`src/rtl/apb_regfile_param.sv`:
```
// apb_regfile_param
//   Parametrised APB3 slave register file. Holds NUM_REGS word-spaced
//   registers starting at BASE_ADDR. Supports configurable wait states,
//   byte-lane write strobes, read-only registers fed by hardware (ro_in),
//   and PSLVERR on bad accesses. Register contents are exported flat on reg_q.
//
// Ports
//   pclk     in   APB clock, rising edge
//   preset   in   asynchronous active-high reset
//   psel     in   slave select
//   penable  in   access phase
//   pwrite   in   1 = write, 0 = read
//   paddr    in   byte address
//   pwdata   in   write data
//   pstrb    in   byte-lane write strobes
//   prdata   out  read data, non-zero only with pready
//   pready   out  one-cycle transfer-complete pulse
//   pslverr  out  error flag, qualified by pready
//   reg_q    out  flattened registers, reg i at [i*DATA_W +: DATA_W]
//   ro_in    in   hardware values for read-only registers
module apb_regfile_param #(
    parameter logic [31:0]         BASE_ADDR   = 32'h7000_0000,
    parameter int                  NUM_REGS    = 8,
    parameter int                  DATA_W      = 32,
    parameter int                  WAIT_STATES = 1,
    parameter logic [NUM_REGS-1:0] RO_MASK     = '0,
    parameter logic [DATA_W-1:0]   RST_VAL     = '0
) (
    input  logic                         pclk,
    input  logic                         preset,
    input  logic                         psel,
    input  logic                         penable,
    input  logic                         pwrite,
    input  logic [31:0]                  paddr,
    input  logic [DATA_W-1:0]            pwdata,
    input  logic [DATA_W/8-1:0]          pstrb,
    output logic [DATA_W-1:0]            prdata,
    output logic                         pready,
    output logic                         pslverr,
    output logic [NUM_REGS*DATA_W-1:0]   reg_q,
    input  logic [NUM_REGS*DATA_W-1:0]   ro_in
);

    localparam int          STRB_W      = DATA_W / 8;
    // Widened so a 6-bit index can address it without width mismatches.
    localparam logic [63:0] RO_MASK_EXT = 64'(RO_MASK);
    localparam logic [31:0] SPAN        = 32'(4 * NUM_REGS);

    typedef enum logic [1:0] {S_IDLE, S_SETUP, S_ACCESS, S_DONE} state_t;

    state_t              state_q, state_d;
    logic [3:0]          wait_cnt_q, wait_cnt_d;
    logic                capture, enter_done;

    logic [31:0]         addr_q;
    logic                write_q;
    logic [DATA_W-1:0]   wdata_q;
    logic [STRB_W-1:0]   strb_q;

    logic [DATA_W-1:0]   regs_q [NUM_REGS];

    logic [31:0]         off;
    logic [5:0]          idx;
    logic                addr_ok, err;
    logic [DATA_W-1:0]   rd_val;

    // Next-state logic. Only the IDLE->SETUP edge captures the request, so
    // later changes of paddr/pwdata/pstrb during the transfer are ignored.
    // NOTE: every always_comb output gets a default first so no path can
    // leave it unassigned and infer a latch.
    always_comb begin
        state_d    = state_q;
        wait_cnt_d = wait_cnt_q;
        capture    = 1'b0;
        enter_done = 1'b0;
        case (state_q)
            S_IDLE: begin
                // penable must be low here, so a master still holding
                // psel&penable after DONE cannot start a second transfer.
                if (psel && !penable) begin
                    state_d = S_SETUP;
                    capture = 1'b1;
                end
            end
            S_SETUP: begin
                if (!psel) begin
                    state_d = S_IDLE;
                end else if (penable) begin
                    state_d    = S_ACCESS;
                    wait_cnt_d = '0;
                end
            end
            S_ACCESS: begin
                if (psel && penable) begin
                    if (wait_cnt_q == 4'(WAIT_STATES)) begin
                        state_d    = S_DONE;
                        enter_done = 1'b1;
                    end else begin
                        wait_cnt_d = wait_cnt_q + 4'd1;
                    end
                end else begin
                    state_d = S_IDLE;
                end
            end
            S_DONE:  state_d = S_IDLE;
            default: state_d = S_IDLE;
        endcase
    end

    // Address decode on the captured request; the offset wraps at 32 bits so
    // addresses below BASE_ADDR land far out of range.
    always_comb begin
        off     = addr_q - BASE_ADDR;
        idx     = off[7:2];
        addr_ok = (off[1:0] == 2'b00) && (off < SPAN);
        err     = !addr_ok ||
                  (write_q && (RO_MASK_EXT[idx] || (strb_q == '0)));
        rd_val  = '0;
        for (int i = 0; i < NUM_REGS; i++) begin
            if (idx == 6'(i)) begin
                rd_val = RO_MASK_EXT[i] ? ro_in[i*DATA_W +: DATA_W] : regs_q[i];
            end
        end
    end

    // NOTE: sequential state uses non-blocking assignments so every flop
    // samples pre-edge values regardless of block ordering.
    always_ff @(posedge pclk or posedge preset) begin
        if (preset) begin
            state_q    <= S_IDLE;
            wait_cnt_q <= '0;
            addr_q     <= '0;
            write_q    <= 1'b0;
            wdata_q    <= '0;
            strb_q     <= '0;
            prdata     <= '0;
            pready     <= 1'b0;
            pslverr    <= 1'b0;
        end else begin
            state_q    <= state_d;
            wait_cnt_q <= wait_cnt_d;
            if (capture) begin
                addr_q  <= paddr;
                write_q <= pwrite;
                wdata_q <= pwdata;
                strb_q  <= pstrb;
            end
            pready  <= enter_done;
            pslverr <= enter_done && err;
            prdata  <= (enter_done && !err && !write_q) ? rd_val : '0;
        end
    end

    // Register storage; commits on the edge that enters DONE.
    // NOTE: the register array is built from flops with a defined reset
    // value, so it is reset like any other state (not a RAM macro).
    always_ff @(posedge pclk or posedge preset) begin
        if (preset) begin
            for (int i = 0; i < NUM_REGS; i++) begin
                regs_q[i] <= RST_VAL;
            end
        end else if (enter_done && !err && write_q) begin
            for (int i = 0; i < NUM_REGS; i++) begin
                for (int b = 0; b < STRB_W; b++) begin
                    if (idx == 6'(i) && strb_q[b] && !RO_MASK_EXT[i]) begin
                        regs_q[i][8*b +: 8] <= wdata_q[8*b +: 8];
                    end
                end
            end
        end
    end

    // Read-only entries mirror ro_in directly; writable entries show storage.
    always_comb begin
        reg_q = '0;
        for (int i = 0; i < NUM_REGS; i++) begin
            reg_q[i*DATA_W +: DATA_W] = RO_MASK_EXT[i] ? ro_in[i*DATA_W +: DATA_W]
                                                       : regs_q[i];
        end
    end

endmodule

```
`config.mk`:
```
export PLATFORM = sky130hd
export DESIGN_NAME = apb_regfile_param
export DESIGN_NICKNAME = d
export VERILOG_FILES = /design/src/rtl/apb_regfile_param.sv
export SDC_FILE = /design/constraint.sdc
export NUM_CORES = 1
export LEC_CHECK = 0
export ABC_AREA = 1
export CAP_MARGIN = 20
export CELL_PAD_IN_SITES_DETAIL_PLACEMENT = 1
export CELL_PAD_IN_SITES_GLOBAL_PLACEMENT = 1
export CORE_MARGIN = 2
export CORE_UTILIZATION = 29
export DETAILED_ROUTE_END_ITERATION = 12
export PLACE_DENSITY_LB_ADDON = 0.1
export SLEW_MARGIN = 20
export SYNTH_ARGS = -nofsm -noshare
export SYNTH_HDL_FRONTEND = slang
export SYNTH_SLANG_ARGS = --single-unit
```
`constraint.sdc`:
```
create_clock -name pclk -period 13.06 [get_ports pclk]
set_input_delay 2.612 -clock pclk [delete_from_list [all_inputs] [get_ports pclk]]
set_output_delay 2.612 -clock pclk [all_outputs]
set_load 0.03 [all_outputs]
```
* Word level (Yosys, flattened, before mapping)
Memories as Yosys holds them, arrays and structs flattened. Cells that the tools add are included. W data, S select, Z words.
Word-level totals: input bits 329, register bits 365, word-level logic and storage cells 175, latch bits 0, memories 1, output and inout bits 290, memory bits (read-only) 64, memory bits (writable) 0
Operators by class: multiply operators 0, bitwise operators 0, reductions and logical operators 85, shifts and indexed selects 0, $add $sub $neg 2, order comparisons 2, mux-type cells 26, equal/unequal tests 18, divide/modulo/power cells 0
Memories:
- (name not given) | depth 64, bits a word 1, rd ports 1, clocked after Yosys merged registers in 0, write ports 0, line 117 | (write_q && (RO_MASK_EXT[idx] || (strb_q == '0)));
Operators by type and width (count):
- $mux W32 | 9
- $reduce_and A2 Y1 | 32
- $logic_and A1 B1 Y1 | 40
- $lt A32 B6 Y1 const B | 1
- $sub A32 B31 Y32 const B | 1
- $eq A6 B3 Y1 const B | 4
- $mux W4 | 4
- $eq A6 B2 Y1 const B | 2
- $mux W2 | 5
- $ne A2 B2 Y1 const B | 5
- $pmux W2 S4 | 1
- $pmux W4 S2 | 1
- $lt A6 B7 Y1 const B | 1
- $eq A6 B1 Y1 const B | 1
- $logic_not A6 Y1 | 1
- $mux W1 | 6
- $ne A3 B3 Y1 const B | 2
- $reduce_and A5 Y1 | 1
- $add A4 B1 Y4 const B | 1
- $eq A2 B2 Y1 const B | 2
- $eq A4 B1 Y1 const B | 1
- $logic_not A1 Y1 | 4
- $logic_not A2 Y1 | 2
- $logic_not A4 Y1 | 1
- other kinds (4) | 5

* Longest topological paths before layout
Gate-level depths: netlist of the first run.
depth after elaboration 11, gate-level depth with buffers 12, depth with buffers taken out 10

* Least setup slack after synthesis of the first run
No wires, ideal clock.
path kind input to register, start input port psel, end register regs_q (netlist bit reg_q[10]), slack 9.107 ns, required time 12.942 ns, buffers on the path 2, library setup time 0.118 ns, arrival time 3.835 ns, stages on the path 9, path through nand2_1 -> nor3_2 -> nand2_1 -> nor3_2 -> buf_4 -> buf_6 -> nand4_4 -> nand2_1 -> nand2_1
Between the ends: word-level cells in the longest chain between the ends 6
RTL lines:
- from (decl) | line 31 | input logic psel,
- $logic_and A1 B1 Y1 | line 94 | if (psel && penable) begin
- $mux W1 | line 94
- $mux W1 | line 76 | case (state_q)
- $logic_and A1 B1 Y1 (2 in a row) | line 162 | end else if (enter_done && !err && write_q) begin
- $reduce_and A2 Y1 (no line)
- to (signal, indexed assignment) | line 166 | regs_q[i][8*b +: 8] <= wdata_q[8*b +: 8];
- to (decl) | line 60 | logic [DATA_W-1:0] regs_q [NUM_REGS];
Every way passes these cells. A chain may end at the register's enable or synchronous reset.

* Worst setup path after layout of the first run
start input port psel, end register prdata[26]
Between the ends: word-level cells in the longest chain between the ends 6
RTL lines:
- $logic_and A1 B1 Y1 | line 94
- $mux W1 | line 94
- $mux W1 | line 76
- $logic_and A1 B1 Y1 (2 in a row) | line 150 | prdata <= (enter_done && !err && !write_q) ? rd_val : '0;
- $mux W32 | line 150
- to (signal assigned) | line 150
- to (decl) | line 37 | output logic [DATA_W-1:0] prdata,
Every way passes these cells.

==> flow_summary.json, run 1 <==
{
  "worst_slack_ns": 7.904,
  "dp_hpwl_mm": 45.18,
  "crit_fanout": 39,
  "clk_latency_ns": 0.57,
  "synthCells": 1980,
  "yosysTopAreaCell": "dfrtp_1",
  "synth.distinct_cells": 32,
  "gp_congestion": 0.8116,
  "antenna_found_initial": 1,
  "die_h_um": 244.1,
  "finClkSkew_ns": 0.01475,
  "max_freq_ghz": 0.1939,
  "slew_headroom_pct": 29.73,
  "die_w_um": 244.1,
  "ys_async_sr_fraction_pct": 100.0,
  "pre_cts_slack_ns": 7.272,
  "finalSetupViolCount": 0,
  "clk_path_buf_depth": 3,
  "synth-edff-count": 0,
  "hold_viol": 0,
  "synth.yosys.seq_area_share_pct": 54.62,
  "drc": 0,
  "power.leakage_nw": 10.74,
  "first_iter_violations": 946,
  "fin_crit_ns": 5.156,
  "clock_sinks": 365,
  "synthTopCellsByArea": "dfrtp_1 (55%), nand2_1 (16%), nand3_1 (8.8%)",
  "die_area_um2": 59600,
  "grt_use_total_pct": 22.35,
  "synth_most_common_cell": "nand2_1",
  "start_util_pct": 29.15,
  "reg2regPathDepth": 8,
  "io_pins": 619,
  "reg2reg_from": "addr_q[2]$_DFFE_PP0P_",
  "ys.flop_type": "dfrtp_1",
  "wl_per_cell_um": 21.84,
  "grt_pass1_wl_mm": 101.4,
  "synth_warnings": 0,
  "postCtsHoldBufs": 0,
  "reg2reg_to": "reg_q[170]$_DFFE_PP0P_",
  "fin_nets": 2604,
  "grt_max_degree": 121,
  "rsz0062_at_grt": "false",
  "cts_root_buf": "clkbuf_16",
  "hold_depth": 1,
  "timing.final.crit_share_pct": 39.48,
  "post_cts_buffers": 0,
  "worstHoldStart": "addr_q[25]$_DFFE_PP0P_",
  "critPathKind": "input port to register",
  "grt-ovfl-total": 0,
  "p_clk_share_pct": 38.6,
  "powerDensity_nw_per_um2": 139.9,
  "worst_slew_pin_slew_ns": 1.052,
  "areaGrowthSynthToFinish_pct": 32.88,
  "critPathArrivalTime_ns": 5.65,
  "r2r_slack_ns": 9.17,
  "p_sw_mw": 1.018,
  "mappedNetlistArea_um2": 16720,
  "cp-end-kind": "register",
  "antenna_cells": 0,
  "min_path_type": "register to register",
  "clk_pin_slew_ns": 0.06,
  "grt_pass1_vias": 15590,
  "final_antenna_net_count": 0,
  "num_rows": 88,
  "synth-seq-cells": 365,
  "io_buffers": 362,
  "vias_per_cell": 4.928,
  "vias": 15130,
  "cts_resized": 0,
  "slew_viol_final": 0,
  "status": "finished clean",
  "netlist.area_leader.share_pct": 54.62,
  "swShare_pct": 32.74,
  "drive_above_1_share_pct": 7.849,
  "synth_common_cells": "nand2_1 (713), dfrtp_1 (365), nand3_1 (294)",
  "firstDrtPassIters": 5,
  "drv_cap": 0,
  "syn_avg_cell_area_um2": 8.446,
  "drt-total-wl_mm": 67.06,
  "fin_tns_setup_ns": 0,
  "core_area_um2": 57370,
  "power_frac_comb_pct": 12.5,
  "seq_power_share_pct": 48.9,
  "ir_drop_mv": 0.08336,
  "h-tree-depth": 2,
  "cts_tree": "done",
  "numCtsBuffers": 45,
  "syn_nets": 2311,
  "startpoint_type": "input port",
  "p_int_mw": 2.091,
  "hold_end": "addr_q[25]$_DFFE_PP0P_",
  "critPathRequiredTime_ns": 13.55
}
-- final cells by class --
cell class,instances,area [um^2]
Fill cell,6630,35140
Sequential cell,365,9135
Multi-Input combinational cell,1387,6628
Timing Repair Buffer,379,3751
Clock buffer,67,1319
Tap cell,765,957.2
Inverter,95,364.1
Clock inverter,13,68.82
-- power groups by stage --
stage	clock network (mW)	logic, mW	registers, mW
3_5_place_dp	0	0.396	1.53
4_1_cts	1.24	0.397	1.51
6_report	1.20	0.389	1.52
2_1_floorplan	0	0.422	1.30
3_3_place_gp	0	0.383	1.53
5_1_grt	1.28	0.430	1.54
-- stage by stage --
stage	hold slack (ns)	instance area, um^2	utilization, %	total power, mW	cells
after global routing	0.5037	22220	38.74	3.250	3071
after global placement	0.4826	20840	36.32	1.913	2991
after floorplan	0.4699	16720	-	1.724	1980
after detailed placement	0.4890	20840	36.32	1.929	2991
after CTS	0.5018	22220	38.74	3.145	3071
final	0.4986	22220	38.74	3.108	3071
-- how the worst max path moves through the flow --
| stage | startpoint | end | slack, ns |
|---|---|---|---|
| floorplan | preset | addr_q[0]$_DFFE_PP0P_ | 0.32 |
| global placement | preset | write_q$_DFFE_PP0P_ | 7.34 |
| detailed placement | psel | prdata[26]$_DFF_PP0_ | 7.27 |
| CTS | psel | prdata[26]$_DFF_PP0_ | 7.88 |
| global route | psel | prdata[26]$_DFF_PP0_ | 7.71 |
| finish | psel | prdata[26]$_DFF_PP0_ | 7.90 |
-- kinds of logic after synthesis --
family                     after synthesis  share of synthesized area [%]
AOI/OAI and AO/OA                       57                          1.841
muxes                                   59                          3.973
buffers and inverters                  228                          5.955
xor gates and xnor gates                 1                        0.05238
DFF                                    365                          54.62
adders and majority gates                2                         0.1496
and+or+nand+nor                       1268                          33.41
-- layout by cell type (no fill, tap or decap), drive strengths merged, types with 2 or more instances in the layout --
master / Yosys / final
inv: 91 / 93
dfrtp: 365 / 365
o211ai: 7 / 7
a21oi: 44 / 44
o21ai: 4 / 4
clkinv: 4 / 15
ha: 2 / 2
nand4: 74 / 74
mux2: 59 / 59
clkdlybuf4s50: 0 / 362
nor3: 3 / 3
nand2: 714 / 714
nor2: 179 / 179
buf: 64 / 17
nand3: 295 / 295
clkbuf: 69 / 67
-- routing by layer --
metal / GRT usage (%) / up-vias / routed length [um]
met3: 4.291 / 98 / 3523
met2: 35.54 / 367 / 30910
met1: 30.75 / 7690 / 30660
met4: 6.940 / 2 / 1951
met5: 0 / - / 13
li1: - / 6977 / -
-- registers in the layout, indices dropped and copies added, names as in the netlist --
register and flops:
state_q 2, pready 1, pslverr 1, prdata 32
write_q 1, strb_q 4, wait_cnt_q 4, wdata_q 32
reg_q 256, addr_q 32
-- worst max-delay path: stages --
cell and delay (ns):
clkdlybuf4s50_1 0.54, nand2_1 0.11, nor3_2 0.20, nand2_1 0.19, nor3_4 0.20, buf_4 0.54, nand2_2 0.73, nor2_1 0.31
nand2_1 0.08, inv_1 0.08
Note: power is estimated with default switching activity, not from simulation.
==> run 2: changes to the inputs <==
==> constraint.sdc (replaced) <==
create_clock -name pclk -period 4.2 [get_ports pclk]
set_input_delay 0.84 -clock pclk [delete_from_list [all_inputs] [get_ports pclk]]
set_output_delay 0.84 -clock pclk [all_outputs]
set_load 0.03 [all_outputs]
==> run 2 against run 1 <==
Effect of this change:
- worst hold slack improved by 0.0023 ns
- non-clock buffer count rose by 30
- first-iteration DRC count rose by 2.7%
- sequential power rose to 3.1 times the previous value
- sequential share of layout area fell by 0.59 points
- largest power group unchanged
==> flow_summary.json, run 2 (synthesized netlist as in run 1, its figures left out) <==
{
  "crit_fanout": 38,
  "r2r_slack_ns": 1.0,
  "hold_end": "addr_q[19]$_DFFE_PP0P_",
  "grt_max_degree": 76,
  "critPathArrivalTime_ns": 3.65,
  "crit_chain": "inv_1 > nor2_1 > buf_4 > nand3_1 > inv_2 > nand4_1 > nand2_1 > nand2_1",
  "critPathRequiredTime_ns": 4.65,
  "startpoint_type": "register",
  "worst_slew_pin_slew_ns": 1.025,
  "finClkSkew_ns": 0.02836,
  "die_w_um": 244.1,
  "dp_hpwl_mm": 47.23,
  "rsz0062_at_grt": "false",
  "ir_drop_mv": 0.3356,
  "cts_tree": "done",
  "grt_use_met3_pct": 4.554,
  "critPathKind": "register to register",
  "grt_use_total_pct": 22.79,
  "start_util_pct": 29.15,
  "max_freq_ghz": 0.3124,
  "clock_sinks": 365,
  "clk_latency_ns": 0.58,
  "drv_cap": 0,
  "powerDensity_nw_per_um2": 433.4,
  "fin_crit_ns": 3.201,
  "core_area_um2": 57370,
  "dp_cells": 3021,
  "cpPeakStageDelay_ns": 0.88,
  "antenna_found_initial": 3,
  "vias_per_cell": 4.927,
  "post_cts_buffers": 0,
  "worstHoldStart": "addr_q[19]$_DFFE_PP0P_",
  "final_antenna_net_count": 0,
  "first_iter_violations": 972,
  "met1_usage_pct": 31.26,
  "grt_pass1_wl_mm": 102.8,
  "drt-total-wl_mm": 68.42,
  "num-fill-cells": 6608,
  "cts_resized": 0,
  "finalSetupViolCount": 0,
  "wl_per_cell_um": 22.08,
  "layout_commonest_cell": "nand2_1",
  "die_h_um": 244.1,
  "slew_headroom_pct": 31.60,
  "numCtsBuffers": 45,
  "fin_nets": 2634,
  "cts_root_buf": "clkbuf_16",
  "layout_common_cells": "nand2_1 (712), dfrtp_1 (364), clkdlybuf4s50_1 (362), nand3_1 (294), nor2_1 (169)",
  "firstDrtPassIters": 5,
  "drive_above_1_share_pct": 8.744,
  "areaGrowthSynthToFinish_pct": 34.81,
  "reg2regPathDepth": 8,
  "status": "finished clean",
  "num_rows": 88,
  "gp_congestion": 0.8602,
  "die_area_um2": 59600,
  "largest_reg_flops": 256,
  "timing.final.crit_share_pct": 76.21,
  "fin_tns_setup_ns": 0,
  "io_buffers": 362,
  "grt_util_met2_pct": 36.48,
  "min_path_type": "register to register",
  "layoutNonFillerInstCount": 3099,
  "clk_pin_slew_ns": 0.06,
  "vias": 15270,
  "io_pins": 619,
  "postCtsHoldBufs": 0,
  "h-tree-depth": 2,
  "cp-end-kind": "register",
  "reg2reg_from": "addr_q[2]$_DFFE_PP0P_",
  "holdWs_ns": 0.5010,
  "clk_path_buf_depth": 3,
  "grt-busiest-layer": "met2",
  "cp_common_cell": "nand2_1",
  "reg2reg_to": "reg_q[167]$_DFFE_PP0P_",
  "hold_viol": 0,
  "grt-ovfl-total": 0,
  "power.leakage_nw": 10.90,
  "slew_viol_final": 0,
  "hold_depth": 1,
  "critPathSlowestCell": "inv_2",
  "drc": 0,
  "grt_pass1_vias": 15650
}
[run 2: how the worst max path moves through the flow]
stage                                     start                     end  slack (ns)  cells past startpoint
after CTS                 addr_q[2]$_DFFE_PP0P_  reg_q[167]$_DFFE_PP0P_        0.99                      8
after floorplan                          preset   addr_q[0]$_DFFE_PP0P_       -1.54                      1
after global placement                     psel  reg_q[120]$_DFFE_PP0P_        0.58                      9
after detailed placement                penable  reg_q[124]$_DFFE_PP0P_        0.50                      9
after global routing      addr_q[2]$_DFFE_PP0P_  reg_q[165]$_DFFE_PP0P_        0.79                      8
final                     addr_q[2]$_DFFE_PP0P_  reg_q[167]$_DFFE_PP0P_         1.0                      8
[run 2: metrics by stage]
| step | util [%] | total power, mW | instance area (um^2) | setup WS (ns) |
|---|---|---|---|---|
| 6_report | 39.30 | 9.771 | 22550 | 0.9990 |
| 3_5_place_dp | 36.88 | 6.064 | 21160 | 0.5022 |
| 5_1_grt | 39.30 | 10.22 | 22550 | 0.7925 |
| 2_1_floorplan | - | 5.363 | 16730 | -1.536 |
| 4_1_cts | 39.30 | 9.902 | 22540 | 0.9858 |
| 3_3_place_gp | 36.88 | 6.007 | 21160 | 0.5826 |
[run 2: per-layer routing]
metal | up-vias | part of all wire (%)
li1 | 7039 | -
met1 | 7734 | 45
met2 | 395 | 47
met3 | 96 | 5.5
met4 | 4 | 2.7
met5 | - | 0.041
[run 2: area by class of cell]
cell class,count,area (um^2),share of cell area (%)
antenna,1,2.502,0.01110
clock buffer,67,1279,5.672
clock inverter,10,107.6,0.4773
inverter,95,360.3,1.598
multi-input combinational,1387,6628,29.40
sequential,365,9135,40.52
tap,765,957.2,4.246
timing repair buffer,409,4076,18.08
[run 2: worst max-delay path, delay by kind of cell, from the launching register on]
| family | cells | cell delay, ns |
|---|---|---|
| buffers and inverters | 3 | 1.15 |
| DFF | 1 | 0.41 |
| and+or+nand+nor | 5 | 1.50 |
[run 2: report_power, final]
| part | internal, mW | switching [mW] |
|---|---|---|
| clock | 2.21 | 1.57 |
| sequential | 3.86 | 0.778 |
| combinational | 0.518 | 0.825 |
| total | 6.60 | 3.17 |
